===== config.mk =====
export PLATFORM = sky130hd
export DESIGN_NAME = mining_result_logger
export DESIGN_NICKNAME = d
export VERILOG_FILES = /design/src/rtl/mining_result_logger.sv
export SDC_FILE = /design/constraint.sdc
export NUM_CORES = 2
export LEC_CHECK = 0
export CAP_MARGIN = 20
export CELL_PAD_IN_SITES_DETAIL_PLACEMENT = 1
export CELL_PAD_IN_SITES_GLOBAL_PLACEMENT = 1
export CORE_ASPECT_RATIO = 0.9
export CORE_UTILIZATION = 30
export DETAILED_ROUTE_END_ITERATION = 10
export GPL_TIMING_DRIVEN = 0
export PLACE_DENSITY_LB_ADDON = 0.1
export SLEW_MARGIN = 20
export SYNTH_ARGS = -nofsm -noshare
export SYNTH_HDL_FRONTEND = slang
export SYNTH_SLANG_ARGS = --single-unit
export TNS_END_PERCENT = 20

===== constraint.sdc =====
create_clock -name clk -period 34.9 [get_ports clk]
set_input_delay 10.47 -clock clk [delete_from_list [all_inputs] [get_ports clk]]
set_output_delay 10.47 -clock clk [all_outputs]
set_load 0.03 [all_outputs]

===== src/rtl/mining_result_logger.sv =====
// mining_result_logger: times each armed mining job and queues its result for word-wise host readout.
module mining_result_logger #(
  parameter  int DEPTH = 8,
  localparam int CNT_W = $clog2(DEPTH) + 1
) (
  input  logic             clk,
  input  logic             reset,
  input  logic             job_start,
  input  logic             process_done,
  input  logic             success,
  input  logic [255:0]     hash_in,
  input  logic [31:0]      nonce_in,
  input  logic [3:0]       rd_word_sel,
  input  logic             rd_pop,
  input  logic             clr_overflow,
  output logic [31:0]      rd_data,
  output logic             not_empty,
  output logic [CNT_W-1:0] count,
  output logic             overflow
);
  localparam int PW = $clog2(DEPTH);
  typedef struct packed {
    logic [255:0] hash;
    logic [31:0]  nonce;
    logic         success;
    logic [31:0]  cycles;
  } entry_t;
  logic             start_q, done_q;
  logic             armed_q, armed_d;
  logic [31:0]      cycles_q, cycles_d, cycles_inc;
  logic [PW-1:0]    wr_q, rd_q;
  logic [CNT_W-1:0] count_q, count_d;
  logic             overflow_q, overflow_d;
  logic [31:0]      rd_data_q, rd_data_d;
  logic             start_rise, capture, empty, full, pop_ok, push_ok;
  entry_t           mem_q [DEPTH];
  entry_t           head, new_entry;
  always_comb begin
    start_rise = job_start & ~start_q;
    capture    = process_done & ~done_q & armed_q;
    cycles_inc = &cycles_q ? cycles_q : cycles_q + 32'd1;
    // a job_start rise in the capture cycle wins, so the next job restarts at zero
    armed_d    = start_rise | (armed_q & ~capture);
    cycles_d   = start_rise ? '0 : armed_q ? cycles_inc : cycles_q;
    empty      = count_q == '0;
    full       = count_q == CNT_W'(DEPTH);
    pop_ok     = rd_pop & ~empty;
    push_ok    = capture & (~full | pop_ok);
    count_d    = count_q + CNT_W'(push_ok) - CNT_W'(pop_ok);
    overflow_d = (capture & ~push_ok) | (overflow_q & ~clr_overflow);
    new_entry  = '{hash: hash_in, nonce: nonce_in, success: success, cycles: cycles_inc};
    head       = mem_q[rd_q];
    rd_data_d  = rd_word_sel == 4'd11 ? {overflow_q, {(31-CNT_W){1'b0}}, count_q} :
                 (empty || rd_word_sel > 4'd10) ? 32'd0 :
                 !rd_word_sel[3] ? head.hash[{rd_word_sel[2:0], 5'b0} +: 32] :
                 rd_word_sel[1] ? {31'd0, head.success} :
                 rd_word_sel[0] ? head.cycles : head.nonce;
  end
  always_ff @(posedge clk) begin
    if (reset) begin
      start_q    <= 1'b0;
      done_q     <= 1'b0;
      armed_q    <= 1'b0;
      cycles_q   <= '0;
      wr_q       <= '0;
      rd_q       <= '0;
      count_q    <= '0;
      overflow_q <= 1'b0;
      rd_data_q  <= '0;
    end else begin
      start_q    <= job_start;
      done_q     <= process_done;
      armed_q    <= armed_d;
      cycles_q   <= cycles_d;
      wr_q       <= push_ok ? wr_q + PW'(1) : wr_q;
      rd_q       <= pop_ok ? rd_q + PW'(1) : rd_q;
      count_q    <= count_d;
      overflow_q <= overflow_d;
      rd_data_q  <= rd_data_d;
    end
  end
  always_ff @(posedge clk) begin
    if (!reset && push_ok) mem_q[wr_q] <= new_entry;
  end
  assign rd_data   = rd_data_q;
  assign not_empty = count_q != '0;
  assign count     = count_q;
  assign overflow  = overflow_q;
endmodule

**After elaboration in Yosys (flattened, before gate mapping)**

Memories as Yosys holds them, arrays and structs flattened. A register that Yosys moved wholly into a read port is not among the register bits.
Index checks and enable logic that the tools add are counted.
W data, S select, Z words.

- Bits in registers: 78
- Memory bits (writable): 2568
- Output and inout port bits: 38
- Word-level logic and storage cells: 56
- Memories: 1

Memory list:

| memory | depth | width | read ports | clocked after memory_dff | wr ports | RTL line | RTL |
|---|---|---|---|---|---|---|---|
| mem_q | 8 | 321 | 1 | 1 | 1 | 36 | `entry_t mem_q [DEPTH];` |

- $add $sub $neg: 5
- $lt $le $gt $ge: 1
- Eq/ne operators: 2
- Shifts and indexed selects: 1
- Multiplexer cells: 10
- Bitwise operators: 18
- Reduce and logical (&&, ||, !) cells: 8

Operators by type and width:

| kind | number |
|---|---|
| $shiftx A256 B9 Y32 | 1 |
| $mux W32 | 6 |
| $add A32 B1 Y32 const B | 1 |
| $reduce_and A32 Y1 | 1 |
| $and A1 B1 Y1 | 8 |
| $eq A4 B4 Y1 const B | 2 |
| $not A1 Y1 | 7 |
| $add A3 B1 Y3 const B | 2 |
| $mux W3 | 2 |
| $add A4 B1 Y4 | 1 |
| $gt A4 B4 Y1 const B | 1 |
| $logic_not A4 Y1 | 1 |
| $reduce_bool A4 Y1 | 1 |
| $sub A4 B1 Y4 | 1 |
| $or A1 B1 Y1 | 3 |
| $reduce_or A3 Y1 | 1 |
| $mux W1 | 2 |
| $reduce_or A2 Y1 | 1 |
| $logic_and A1 B1 Y1 | 1 |
| $logic_not A1 Y1 | 1 |
| $logic_or A1 B1 Y1 | 1 |

**Logic depth before layout (Yosys ltp)**

- Word-level depth: 8
- Depth in mapped cells: 12
- Mapped depth without buffers: 11

**Least setup slack after synthesis**

OpenSTA, ideal clock, no wires.

- Path kind: input port to flip-flop
- Start: in process_done
- End: mem mem_q[0][0] (netlist bit), enable pin
- Library setup time: 1.462 ns
- Arrival time: 34.560 ns
- Required time: 33.438 ns
- Slack: -1.122 ns
- Cell stages on the path: 5
- Path buffers: 0
- Path through: nand2b_1 or2_2 a21oi_1 nor3b_1 nor3b_1

- Word-level cells in the longest chain between the ends: 6

Ends and longest elaborated chain:

| element | RTL line | RTL |
|---|---|---|
| from (decl) | 9 | `input logic process_done,` |
| $and A1 B1 Y1 (2 in a row) | 40 | `capture = process_done & ~done_q & armed_q;` |
| $and A1 B1 Y1 | 48 | `push_ok = capture & (~full \| pop_ok);` |
| $logic_and A1 B1 Y1 | 83 | `if (!reset && push_ok) mem_q[wr_q] <= new_entry;` |
| $mux W1 | 83 |  |
| $mux W1 (implied by the code) | 83 |  |
| to (decl) | 36 |  |

Every way passes these cells.

**Worst setup path in the final report**

- Start: in rd_word_sel[0]
- End: reg rd_data_q[22] (netlist: rd_data[22])

- Word-level cells in the longest chain between the ends: 3
- Elaborated cells between the ends (all ways): 8
- Classes of those cells: 1 x order compare; 1 x eq/ne; 1 x shift; 3 x mux; 2 x reduce/logical

Ends and longest elaborated chain:

| element | RTL line | RTL |
|---|---|---|
| from (decl) | 13 | `input logic [3:0] rd_word_sel,` |
| parallel branches: the longest is 3 deep, another holds $shiftx A256 B9 Y32 | - |  |
| to (signal assigned) | 79 | `rd_data_q <= rd_data_d;` |
| to (decl) | 34 | `logic [31:0] rd_data_q, rd_data_d;` |

Parallel ways; which one is timed is not known.
A chain may end at the register's enable or synchronous reset.

==> flow_metrics.py <==
metrics = {
    "synth": {
        "ys_seq_area_frac": 0.7792,
        "synth_commonest_cells": "2,568 x edfxtp_1, 555 x mux4_2, 318 x mux2i_1",
        "synth_top_family_by_area": "multiplexers",
        "yosys-top-cells-area": "edfxtp_1 76%, mux4_2 12%, mux2i_1 3.2%",
        "synth_compound_area_frac": 0.03088,
        "synthArstFlopShare": 0,
        "synth_area_um2": 101000,
        "syn_area_per_cell_um2": 21.54,
        "yosys.area_share.simple": 0.01602,
        "synth-xor-area-share": 0.005114,
        "yosysMostFrequentCell": "edfxtp_1",
        "synthDistinctLibCells": 62,
        "netlist.area_leader.share": 0.7632,
        "synth-adder-area-share": 0.001189,
        "synth-seq-cells": 2649,
        "synth_edf_count": 2568,
        "synth_top_area_cell": "edfxtp_1",
        "synth_fp_nets": 4998,
        "yosys_warnings": 0,
        "muxShareOfSynthArea": 0.1553,
        "synth-main-ff-cell": "edfxtp_1",
        "syn_inst": 4690,
    },
    "sta": {
        "final-setup-viol-count": 0,
        "worst-slew-pin-transition_ps": 1238,
        "rsz0062_at_grt": "false",
        "fmax_mhz": 64.23,
        "post-route-min-period_ps": 15570,
        "slew_headroom": 0.1749,
        "clock_skew_ps": 36.69,
        "whs_ps": 496.6,
        "finalHoldViolCount": 0,
        "final_max_slew_viol_count": 0,
        "fin_crit_sh": 0.4461,
    },
    "route": {
        "vias": 51630,
        "drc_errors": 32,
        "wl_per_cell_um": 32.94,
        "routed_wl_mm": 340.5,
        "dr.pass1.iters": 8,
        "vias_per_cell": 4.994,
        "ant_nets": 0,
        "drt_iter0_markers": 4413,
    },
    "clock_network": {
        "cts_resized": 0,
        "post_cts_buffers": 0,
        "cts_hold_buf": 0,
        "root_buffer": "clkbuf_16",
        "clockBufferDepth": 4,
        "numCtsBuffers": 299,
        "clock_latency_ps": 910,
        "cts_tree": "done",
        "cts_sinks": 2649,
        "cts_max_level": 5,
        "clk_pin_slew_worst_paths_ps": 60,
    },
    "worst_setup_path": {
        "cp-end-kind": "flip-flop",
        "worstPathMaxFanout": 10,
        "crit_buf_inv": 4,
        "worstPathRequired_ps": 35610,
        "critPathMaxStageDelay_ps": 1010,
        "rrSetupSlack_ps": 29060,
        "r2r_start": "count[2]",
        "cp-start-kind": "primary input",
        "path_cells": "clkdlybuf4s50_1, clkbuf_1, nor2_1, clkbuf_2, clkbuf_1, a22oi_1, a21oi_1, o22ai_1, o22ai_1",
        "path_class": "in2reg",
        "arrival_ps": 16280,
        "critPathTopFamily": "buffers and inverters",
        "critPathSlowestCell": "nor2_1",
        "rr_worst_depth": 21,
        "worstReg2RegEnd": "mem_q[2][120]",
    },
    "flow_run": {
        "max-cap-violations": 0,
    },
    "final_layout": {
        "final_layout_size_suffix_gt1_frac": 0.2440,
        "syn_to_final_growth_pct": 21.86,
        "nNetsFinal": 5933,
        "design_area_um2": 123100,
        "stdcell_count": 10340,
        "nFillCells": 32190,
        "final_util": 0.3684,
    },
    "floorplanning": {
        "rows": 201,
        "start_util": 0.3023,
        "dieArea_um2": 339100,
        "fp.dieH_um": 552.6,
        "die_x_um": 613.8,
        "io_pins": 337,
        "coreArea_um2": 334200,
    },
    "pwr": {
        "clockPowerShare": 0.375,
        "switching_share": 0.2764,
        "peakVddDrop_v": 0.00003397,
        "combPwrFrac": 0.187,
        "power_switching_uw": 2224,
        "power_leakage_uw": 0.03784,
        "power_frac_seq": 0.437,
        "totalPowerFinal_uw": 8046,
        "power-per-cell-area_nw_per_um2": 65.35,
        "power.internal_uw": 5822,
    },
    "global_routing": {
        "first_global_vias": 54300,
        "grt-ovfl-total": 0,
        "grt_max_degree": 31,
        "grt_pass1_wl_mm": 464.2,
        "antenna_found_initial": 136,
        "grt_usage": 0.1987,
    },
    "outcome": {
        "violations": "design-rule violations",
        "status": "complete, but fails checks",
    },
    "placed_design": {
        "dpl.hpwl_mm": 245.9,
        "placed_cell_area_um2": 113900,
        "gp_congestion": 0.7504,
        "port_buffers": 335,
        "place_inst": 9788,
    },
    "min_path": {
        "min-delay-start": "rd_q[1]",
        "worstHoldPathType": "reg2reg",
        "min_delay_path_depth": 2,
        "whs_endpoint": "rd_q[1]",
    },
}
==> routing by layer <==
metal	vias to the layer above	GRT usage	part of all wire
li1	21660	-	-
met1	28080	0.2698	0.43
met2	1292	0.3372	0.50
met3	560	0.02887	0.046
met4	42	0.04338	0.023
met5	-	0	0.00073
==> flip-flops by register name, summed over array words and instances, names as in the netlist, named ones only <==
register,flops
mem_q,2568
cycles_q,32
rd_data,32
count,4
rd_q,3
wr_q,3
armed_q,1
done_q,1
overflow,1
start_q,1
==> layout by cell type, fill, tap and decap left out, drive strengths merged, types with 41 or more instances in the layout <==
cell	n
nand2	98
nand3	53
clkinv	116
mux2i	318
a22oi	152
o22ai	61
nor2	65
inv	48
buf	420
a21oi	131
mux4	555
o21ai	41
dfxtp	81
edfxtp	2568
clkbuf	518
clkdlybuf4s50	335
==> logic make-up (layout without fill, tap and decap cells) <==
family / count (synthesis) / count (layout)
AO/OA/AOI/OAI: 479 / 479
XOR/XNOR: 59 / 59
adder cells (fa/ha/maj): 9 / 9
buffers and inverters: 299 / 1457
flip-flops: 2649 / 2649
multiplexers: 874 / 874
other: 0 / 25
AND/OR/NAND/NOR: 321 / 321
==> how the worst max path moves through the flow <==
| stage | endpoint | depth (start not counted) | startpoint | slack (ps) |
|---|---|---|---|---|
| 4_1_cts | rd_data[22] | 9 | rd_word_sel[0] | 19160 |
| 2_1_floorplan | mem_q[3][0] | 5 | process_done | -1120 |
| 6_report | rd_data[22] | 9 | rd_word_sel[0] | 19330 |
| 3_3_place_gp | mem_q[6][119] | 6 | process_done | -34870 |
| 3_5_place_dp | rd_data[22] | 9 | rd_word_sel[0] | 18200 |
| 5_1_grt | rd_data[23] | 9 | rd_word_sel[0] | 19390 |
==> through the flow <==
step | worst slack, ps | TNS, ps
after detailed placement | 18200 | 0
final | 19330 | 0
after floorplan | -1121 | -706600
after CTS | 19160 | 0
after global routing | 19390 | 0
after global placement | -34870 | -
==> worst min-delay path, stage by stage, from the launching register on <==
cell	delay, ps
dfxtp_1	310
nand2_1	70
a21oi_1	60
==> layout make-up <==
cell class              instances  area (µm²)  area share
flip-flops and latches       2649       78740      0.6394
diodes                         25       62.56   0.0005081
multi-input cells            1742       21230      0.1724
well taps                    4466        5588     0.04538
clock inverters               148        1216    0.009877
clock buffers                 376        7918     0.06430
repair buffers                634        7083     0.05752
plain buffers                 263        1164    0.009450
inverters                      36       135.1    0.001097
==> power by group through the flow <==
stage,Combinational (µW),Sequential (µW),Clock [µW]
floorplan,842,3600,0
global placement,1520,3600,0
detailed placement,1550,3590,0
CTS,1550,3520,3100
global route,1590,3520,3200
finish,1510,3520,3020
(Power assumes the default switching activity.)
